[src/rtl/vslc_pkg.sv]
// Shared VSLC definitions: counter FSM states and the default datapath width
// used by the timer, event counter and logic core.
package vslc_pkg;

  localparam int VSLC_WIDTH = 16;

  typedef enum logic [1:0] {
    IDLE = 2'd0,
    RUN  = 2'd1,
    DONE = 2'd2
  } vslc_state_e;

endpackage

[src/rtl/vslc_edge_detect.sv]
// Rising-edge detector for a same-clock logic signal. The history register
// is loaded with the live input during reset so a level held high across
// reset release is never seen as an edge.
module vslc_edge_detect (
  input  logic clk,
  input  logic rst_n,
  input  logic sig,
  output logic rise
);

  logic prev;

  // History tracks the input every cycle, in reset or not.
  always_ff @(posedge clk) begin
    if (!rst_n) prev <= sig;
    else        prev <= sig;
  end

  assign rise = rst_n & sig & ~prev;

endmodule

[src/rtl/vslc_event_counter.sv]
// PLC-style up/down event counter with preset, one-shot or auto-reload
// completion, and sticky overflow/underflow flags.
module vslc_event_counter
  import vslc_pkg::*;
#(
  parameter int WIDTH = VSLC_WIDTH
) (
  input  logic             clk,
  input  logic             rst_n,
  input  logic             enable,
  input  logic             cu_in,
  input  logic             cd_in,
  input  logic [WIDTH-1:0] preset,
  input  logic             mode_reload,
  input  logic             load,
  input  logic             clear_flags,
  output logic [WIDTH-1:0] count_o,
  output logic             done,
  output logic             done_pulse,
  output logic             ovf,
  output logic             unf
);

  logic            up_e;
  logic            dn_e;
  vslc_state_e     state_q;
  vslc_state_e     state_d;
  vslc_state_e     eff_state;
  logic [WIDTH-1:0] count_d;
  logic [WIDTH:0]   count_inc;
  logic            done_d;
  logic            pulse_d;
  logic            ovf_set;
  logic            unf_set;

  vslc_edge_detect u_cu_edge (
    .clk   (clk),
    .rst_n (rst_n),
    .sig   (cu_in),
    .rise  (up_e)
  );

  vslc_edge_detect u_cd_edge (
    .clk   (clk),
    .rst_n (rst_n),
    .sig   (cd_in),
    .rise  (dn_e)
  );

  // One extra bit so a count at all-ones still compares correctly against preset.
  assign count_inc = {1'b0, count_o} + {{WIDTH{1'b0}}, 1'b1};

  always_comb begin
    state_d   = state_q;
    count_d   = count_o;
    done_d    = done;
    pulse_d   = 1'b0;
    ovf_set   = 1'b0;
    unf_set   = 1'b0;
    eff_state = (state_q == IDLE) ? RUN : state_q;

    if (load) begin
      count_d = '0;
      done_d  = 1'b0;
      state_d = enable ? RUN : IDLE;
    end else if (!enable) begin
      state_d = IDLE;
      done_d  = 1'b0;
    end else begin
      state_d = eff_state;
      // Leaving IDLE takes effect immediately, so this cycle's edges count as RUN.
      case (eff_state)
        RUN: begin
          if (up_e && !dn_e) begin
            if ((preset != '0) && (count_inc >= {1'b0, preset})) begin
              pulse_d = 1'b1;
              if (mode_reload) begin
                count_d = '0;
              end else begin
                count_d = preset;
                done_d  = 1'b1;
                state_d = DONE;
              end
            end else begin
              count_d = count_inc[WIDTH-1:0];
              ovf_set = count_inc[WIDTH];
            end
          end else if (dn_e && !up_e) begin
            if (count_o != '0) count_d = count_o - {{(WIDTH-1){1'b0}}, 1'b1};
            else               unf_set = 1'b1;
          end
        end
        DONE: begin
          if (dn_e && !up_e) begin
            count_d = count_o - {{(WIDTH-1){1'b0}}, 1'b1};
            done_d  = 1'b0;
            state_d = RUN;
          end
        end
        default: state_d = IDLE;
      endcase
    end
  end

  always_ff @(posedge clk) begin
    if (!rst_n) begin
      state_q    <= IDLE;
      count_o    <= '0;
      done       <= 1'b0;
      done_pulse <= 1'b0;
      ovf        <= 1'b0;
      unf        <= 1'b0;
    end else begin
      state_q    <= state_d;
      count_o    <= count_d;
      done       <= done_d;
      done_pulse <= pulse_d;
      ovf        <= ovf_set | (ovf & ~clear_flags);
      unf        <= unf_set | (unf & ~clear_flags);
    end
  end

endmodule
[config.mk]
export PLATFORM = sky130hd
export DESIGN_NAME = vslc_event_counter
export DESIGN_NICKNAME = d
export VERILOG_FILES = /design/src/rtl/vslc_pkg.sv /design/src/rtl/vslc_edge_detect.sv /design/src/rtl/vslc_event_counter.sv
export SDC_FILE = /design/constraint.sdc
export NUM_CORES = 1
export LEC_CHECK = 0
export CORE_ASPECT_RATIO = 1.5
export CORE_MARGIN = 3
export CORE_UTILIZATION = 50
export CTS_CLUSTER_DIAMETER = 60
export DETAILED_ROUTE_END_ITERATION = 10
export GPL_TIMING_DRIVEN = 0
export PLACE_DENSITY = 0.75
export SYNTH_ARGS = -nofsm -noshare
export SYNTH_HDL_FRONTEND = slang
export SYNTH_SLANG_ARGS = --single-unit
[constraint.sdc]
create_clock -name clk -period 4.35 [get_ports clk]
set_clock_uncertainty 0.2 [all_clocks]
set_input_delay 0.435 -clock clk [delete_from_list [all_inputs] [get_ports clk]]
set_output_delay 0.435 -clock clk [all_outputs]
set_load 0.01 [all_outputs]
== After elaboration in Yosys (flattened, before gate mapping) ==
Index checks and enable logic that the tools add are counted.
W data, S select, Z words.
Word-level totals
  bits in registers: 24
  input port bits: 24
  output and inout port bits: 20
  word-level logic and storage cells: 81
Operators by class
  add/subtract/negate cells: 2
  $lt $le $gt $ge: 1
  eq/ne operators: 8
  mux-type cells: 33
  bitwise operators: 15
  reduce and logical (&&, ||, !) cells: 14
Operators by type and width (number)
  $mux W16: 6
  $pmux W16 S2: 1
  $reduce_bool A16 Y1: 2
  $add A16 B1 Y17 const B: 1
  $ge A17 B16 Y1: 1
  $mux W1: 17
  $sub A16 B1 Y16 const B: 1
  $mux W2: 7
  $reduce_and A5 Y1: 2
  $ne A2 B2 Y1 const B: 4
  $not A1 Y1: 7
  $and A1 B1 Y1: 6
  $ne A3 B3 Y1 const B: 2
  $reduce_or A5 Y1: 1
  $pmux W2 S2: 1
  $logic_and A1 B1 Y1: 3
  $reduce_or A3 Y1: 1
  $eq A2 B1 Y1 const B: 1
  $eq A2 B2 Y1 const B: 1
  $logic_not A1 Y1: 2
  $logic_not A2 Y1: 1
  $or A1 B1 Y1: 2
  $pmux W1 S2: 1
  $reduce_bool A2 Y1: 1
  $reduce_or A2 Y1: 1

== Depth between registers and ports, before layout ==
  depth in word-level cells: 10
  depth in mapped cells: 15
  depth with buffers taken out: 13

== Modules after synthesis ==
Synthesis repeated with hierarchy kept, for this count alone.
Unflattened totals
  cells, all modules: 320
  area total of the unflattened synthesis: 2463.6 µm²
By module, submodules not included
  vslc_event_counter: times used 1, cells each 316, area each 2406.1 µm², sequential area each 440.4 µm²
  vslc_edge_detect: times used 2, cells each 2, area each 28.8 µm², sequential area each 20.0 µm²

== Worst setup path before layout ==
Ideal clock, no wire load.
  kind: reg-to-reg
  start: register count_o[0]
  end: register count_o[0]
  library setup time: 0.147 ns
  arrival time: 2.913 ns
  required time: 4.003 ns
  slack: 1.090 ns
  cell stages (with the launch flop): 14
  path buffers: 0
  period minus slack after synthesis: 3.260 ns
  cells stage by stage: dfxtp_1 ha_1 nand4_1 nor2_1 nand3_1 xnor2_1 ha_1 nand4_1 nor2_1 inv_1 o211ai_4 nand2_2 a2111oi_0 a2111oi_2
On the way
  cells in the longest elaborated chain, start to end: 6
  elaborated cells on any way between the ends: 13
  classes of those cells: add/sub (2); order compare (1); eq/ne (1); mux (6); reduce/logical (3)
RTL lines
  start, declared: line vslc_event_counter.sv:17  | output logic [WIDTH-1:0] count_o,
  start signal, assigned: line vslc_event_counter.sv:115  | count_o <= count_d;
  $add A16 B1 Y17: line vslc_event_counter.sv:51  | assign count_inc = {1'b0, count_o} + {{WIDTH{1'b0}}, 1'b1};
  $ge A17 B16 Y1: line vslc_event_counter.sv:75  | if ((preset != '0) && (count_inc >= {1'b0, preset})) begin
  $logic_and A1 B1 Y1: line vslc_event_counter.sv:75
  $mux W16: line vslc_event_counter.sv:75
  $mux W16: line vslc_event_counter.sv:74  | if (up_e && !dn_e) begin
  $pmux W16 S2: line vslc_event_counter.sv:72  | case (eff_state)
Parallel ways exist; a longest one is shown, timed or not. The select of a mux whose other input is x is not followed.
A chain may end at the register's enable or synchronous reset.

== Worst setup path after layout ==
Ends and elaborated chain as after synthesis.

==> impl_results.md <==
- Core box area: 4579 sq um
- Standard-cell row count: 30
- H-tree Lvls: 1
- Ys Warns: 0
- Post-CTS Setup Bufs: 0
- Final min period: 3.965 ns
- Worst Setup EP: count_o[0]$_SDFFE_PP0P_
- Max cap viols: 0
- R2r endpoint: count_o[0]$_SDFFE_PP0P_
- Initial antenna violation count: 0
- Area of the multi-input gates: 1735 sq um
- Total Routing Usage GR: 0.2559
- Most common library cell in the layout ignoring fill and taps: clkdlybuf4s50_1
- Vias in the first global route: 2558
- WP data required: 4.27 ns
- R2R cell count: 13
- Final Wtd Congestion: 0.8898
- P_leak: 1.175 nW
- CP Class: register to register
- Hold Crit Class: register to register
- Final setup vio count: 0
- Hpwl dp: 5694 um
- First drt pass iteration count: 5
- Slew @ Worst Pin: 0.7998 ns
- Start point of the critical path: count_o[0]$_SDFFE_PP0P_
- # DRC: 0
- Cell Chain, Critical Path: ha_1 -> nand4_1 -> nor2_1 -> nand3_1 -> xnor2_1 -> ha_1 -> nand4_1 -> nor2_1 -> inv_1 -> o211ai_4 -> nand2_2 -> a2111oi_0 -> a2111oi_2
- Vias/cell: 6.118
- Synthesized area: 2389 sq um
- Count of cell types in the netlist: 62
- Bufs and invs on worst path: 1
- Syn Area/Cell: 7.755 sq um
- I/O pins: 44
- Slowest-stage cell, CP: a2111oi_0
- Max Fclk: 0.2522 GHz
- Pwr dens: 159.7 nW/um^2
- Die ar.: 5660 sq um
- Startpoint Class: register
- Die Y: 90.65 um
- Cell depth of the worst setup path: 13
- Antenna Cells: 0
- Cts bufs inserted: 3
- Root Driver: clkbuf_8
- TNS Setup: 0 ns
- Crit share post-route: 0.9115
- Routed Antenna Nets: 0
- Status: completed
- Family with the most delay on the worst path: simple AND/OR/NAND/NOR gates
- Post-Syn Nets: 353
- Slew Limit Fails: 0
- Area Overhead vs Synth: 22.68%
- Slew headroom: 0.4648
- Post-cts sizing count: 0
- Worst VDD drop: 206.6 uV
- CTS Hold Bufs: 0
- Critical Path Max Stage Delay: 0.69 ns
- WL/cell: 17.01 um
- FF+latch area: 480.5 sq um
- Number of instances in the placed design: 414
- Total number of vias: 2551
- Cells after synthesis: 308
- Register area share after synthesis: 0.2012
- Hold path start: done$_SDFFE_PP0P_
- Clock transition at the registers of the reported paths: 0.09 ns
- First-pass GRT wire length: 11930 um
- Fraction of layout cells with a size suffix above 1: 0.1020
- Leftover overflow at the end of global routing: 0
- Count of input and output buffers: 42
- Critical Path AT: 3.89 ns
- Synth async-reset ratio: 0
- Clk buf depth: 2
- Reg2reg setup slack: 0.39 ns
- Cell Count, Final, Fillers Out: 417
- Fin. Hold Viols: 0
- Worst reg2reg startpoint: count_o[0]$_SDFFE_PP0P_
- NumNets Final: 400
- RSZ-0062 raised after global routing: no
- Largest fanout on the critical path: 9
- Initial DRC Count: 161
- Synth Flop Type: dfxtp_1
- Clock Sinks: 24
- Post-synth EDFFs: 0
- Post-Route WL: 7092 um
- Pin count of the biggest net entering global routing: 13
- Commonest non-fill, non-tap cells in the layout: clkdlybuf4s50_1, inv_1, nand2_1, dfxtp_1, nor2_1
- CTS tree: built
- Die X-Extent: 62.44 um
- Initial Util: 0.5216
- CP endpoint kind: register
- Count of state elements after synthesis: 24
- Fillcell total: 434
- Worst skew pair latency: 0.27 ns
## state kept, by name, indices dropped and copies added, names as in the netlist
name            cells
count_o            16
done                1
done_pulse          1
ovf                 1
state_q             2
u_cd_edge.prev      1
u_cu_edge.prev      1
unf                 1
## power by group
part | total, mW | internal [mW] | switching (mW) | leakage [nW]
sequential | 0.225 | 0.223 | 0.00256 | 0.194
clock | 0.134 | 0.0620 | 0.0715 | 0.0216
combinational | 0.109 | 0.0496 | 0.0594 | 0.959
total | 0.468 | 0.334 | 0.134 | 1.17
## worst min-delay path, stage by stage, from the launching register on
cell      delay (ns)
dfxtp_1         0.32
inv_1           0.05
a211oi_1        0.06
## metal layers
| layer | up-vias | wire (um) | global-route usage |
|---|---|---|---|
| li1 | 1244 | - | - |
| met1 | 1168 | 2797 | 0.3003 |
| met2 | 111 | 3579 | 0.4577 |
| met3 | 28 | 468 | 0.03611 |
| met4 | 0 | 246 | 0.1050 |
| met5 | - | 0 | 0 |
## final cells by class
cell class,count,share of cell area
Clock buffer,3,0.01409
Tap cell,64,0.02733
Timing Repair Buffer,42,0.1435
Buffer,15,0.02818
Multi-Input combinational cell,245,0.5922
Inverter,24,0.03074
Sequential cell,24,0.1640
## through the flow
stage            util  setup WS (ns)  hold slack [ns]  total power [mW]  instance area, sq um
2_1_floorplan       -          1.090           0.2627            0.2914                  2389
3_3_place_gp   0.6309         0.5278           0.2463            0.3360                  2889
3_5_place_dp   0.6309         0.4240           0.2524            0.3378                  2889
4_1_cts        0.6399         0.4041           0.2713            0.4714                  2930
5_1_grt        0.6399        0.07293           0.2862            0.4923                  2930
6_report       0.6399         0.3852           0.2671            0.4678                  2930
## synthesized netlist by cell type, drive strengths merged (7+ instances only)
cell,instances,area share
dfxtp,24,0.20
ha,21,0.11
a21oi,21,0.046
nand2,26,0.043
a31oi,7,0.018
o21ai,19,0.041
nand3,11,0.023
nor3,10,0.021
nand4,11,0.029
buf,12,0.030
inv,24,0.038
nor2,23,0.039
xnor2,8,0.029
nor4,8,0.027
## cells by family (layout without fill, tap and decap cells)
logic type | count (synthesis) | in the layout | synth area share
fa+ha+maj | 21 | 21 | 0.1100
flops | 24 | 24 | 0.2012
simple gates | 121 | 121 | 0.2871
compound gates | 86 | 86 | 0.2651
buf+inv | 39 | 84 | 0.07229
mux | 3 | 3 | 0.01310
xor+xnor | 14 | 14 | 0.05134
## how the worst min path moves through the flow
stage | slack, ns | to | depth (start not counted)
after floorplan | 0.26 | u_cd_edge.prev$_DFF_P_ | 0
after global placement | 0.25 | done$_SDFFE_PP0P_ | 2
after detailed placement | 0.25 | done$_SDFFE_PP0P_ | 2
after CTS | 0.27 | done$_SDFFE_PP0P_ | 2
after global routing | 0.29 | done$_SDFFE_PP0P_ | 2
final | 0.27 | done$_SDFFE_PP0P_ | 2
(Power assumes the default switching activity.)
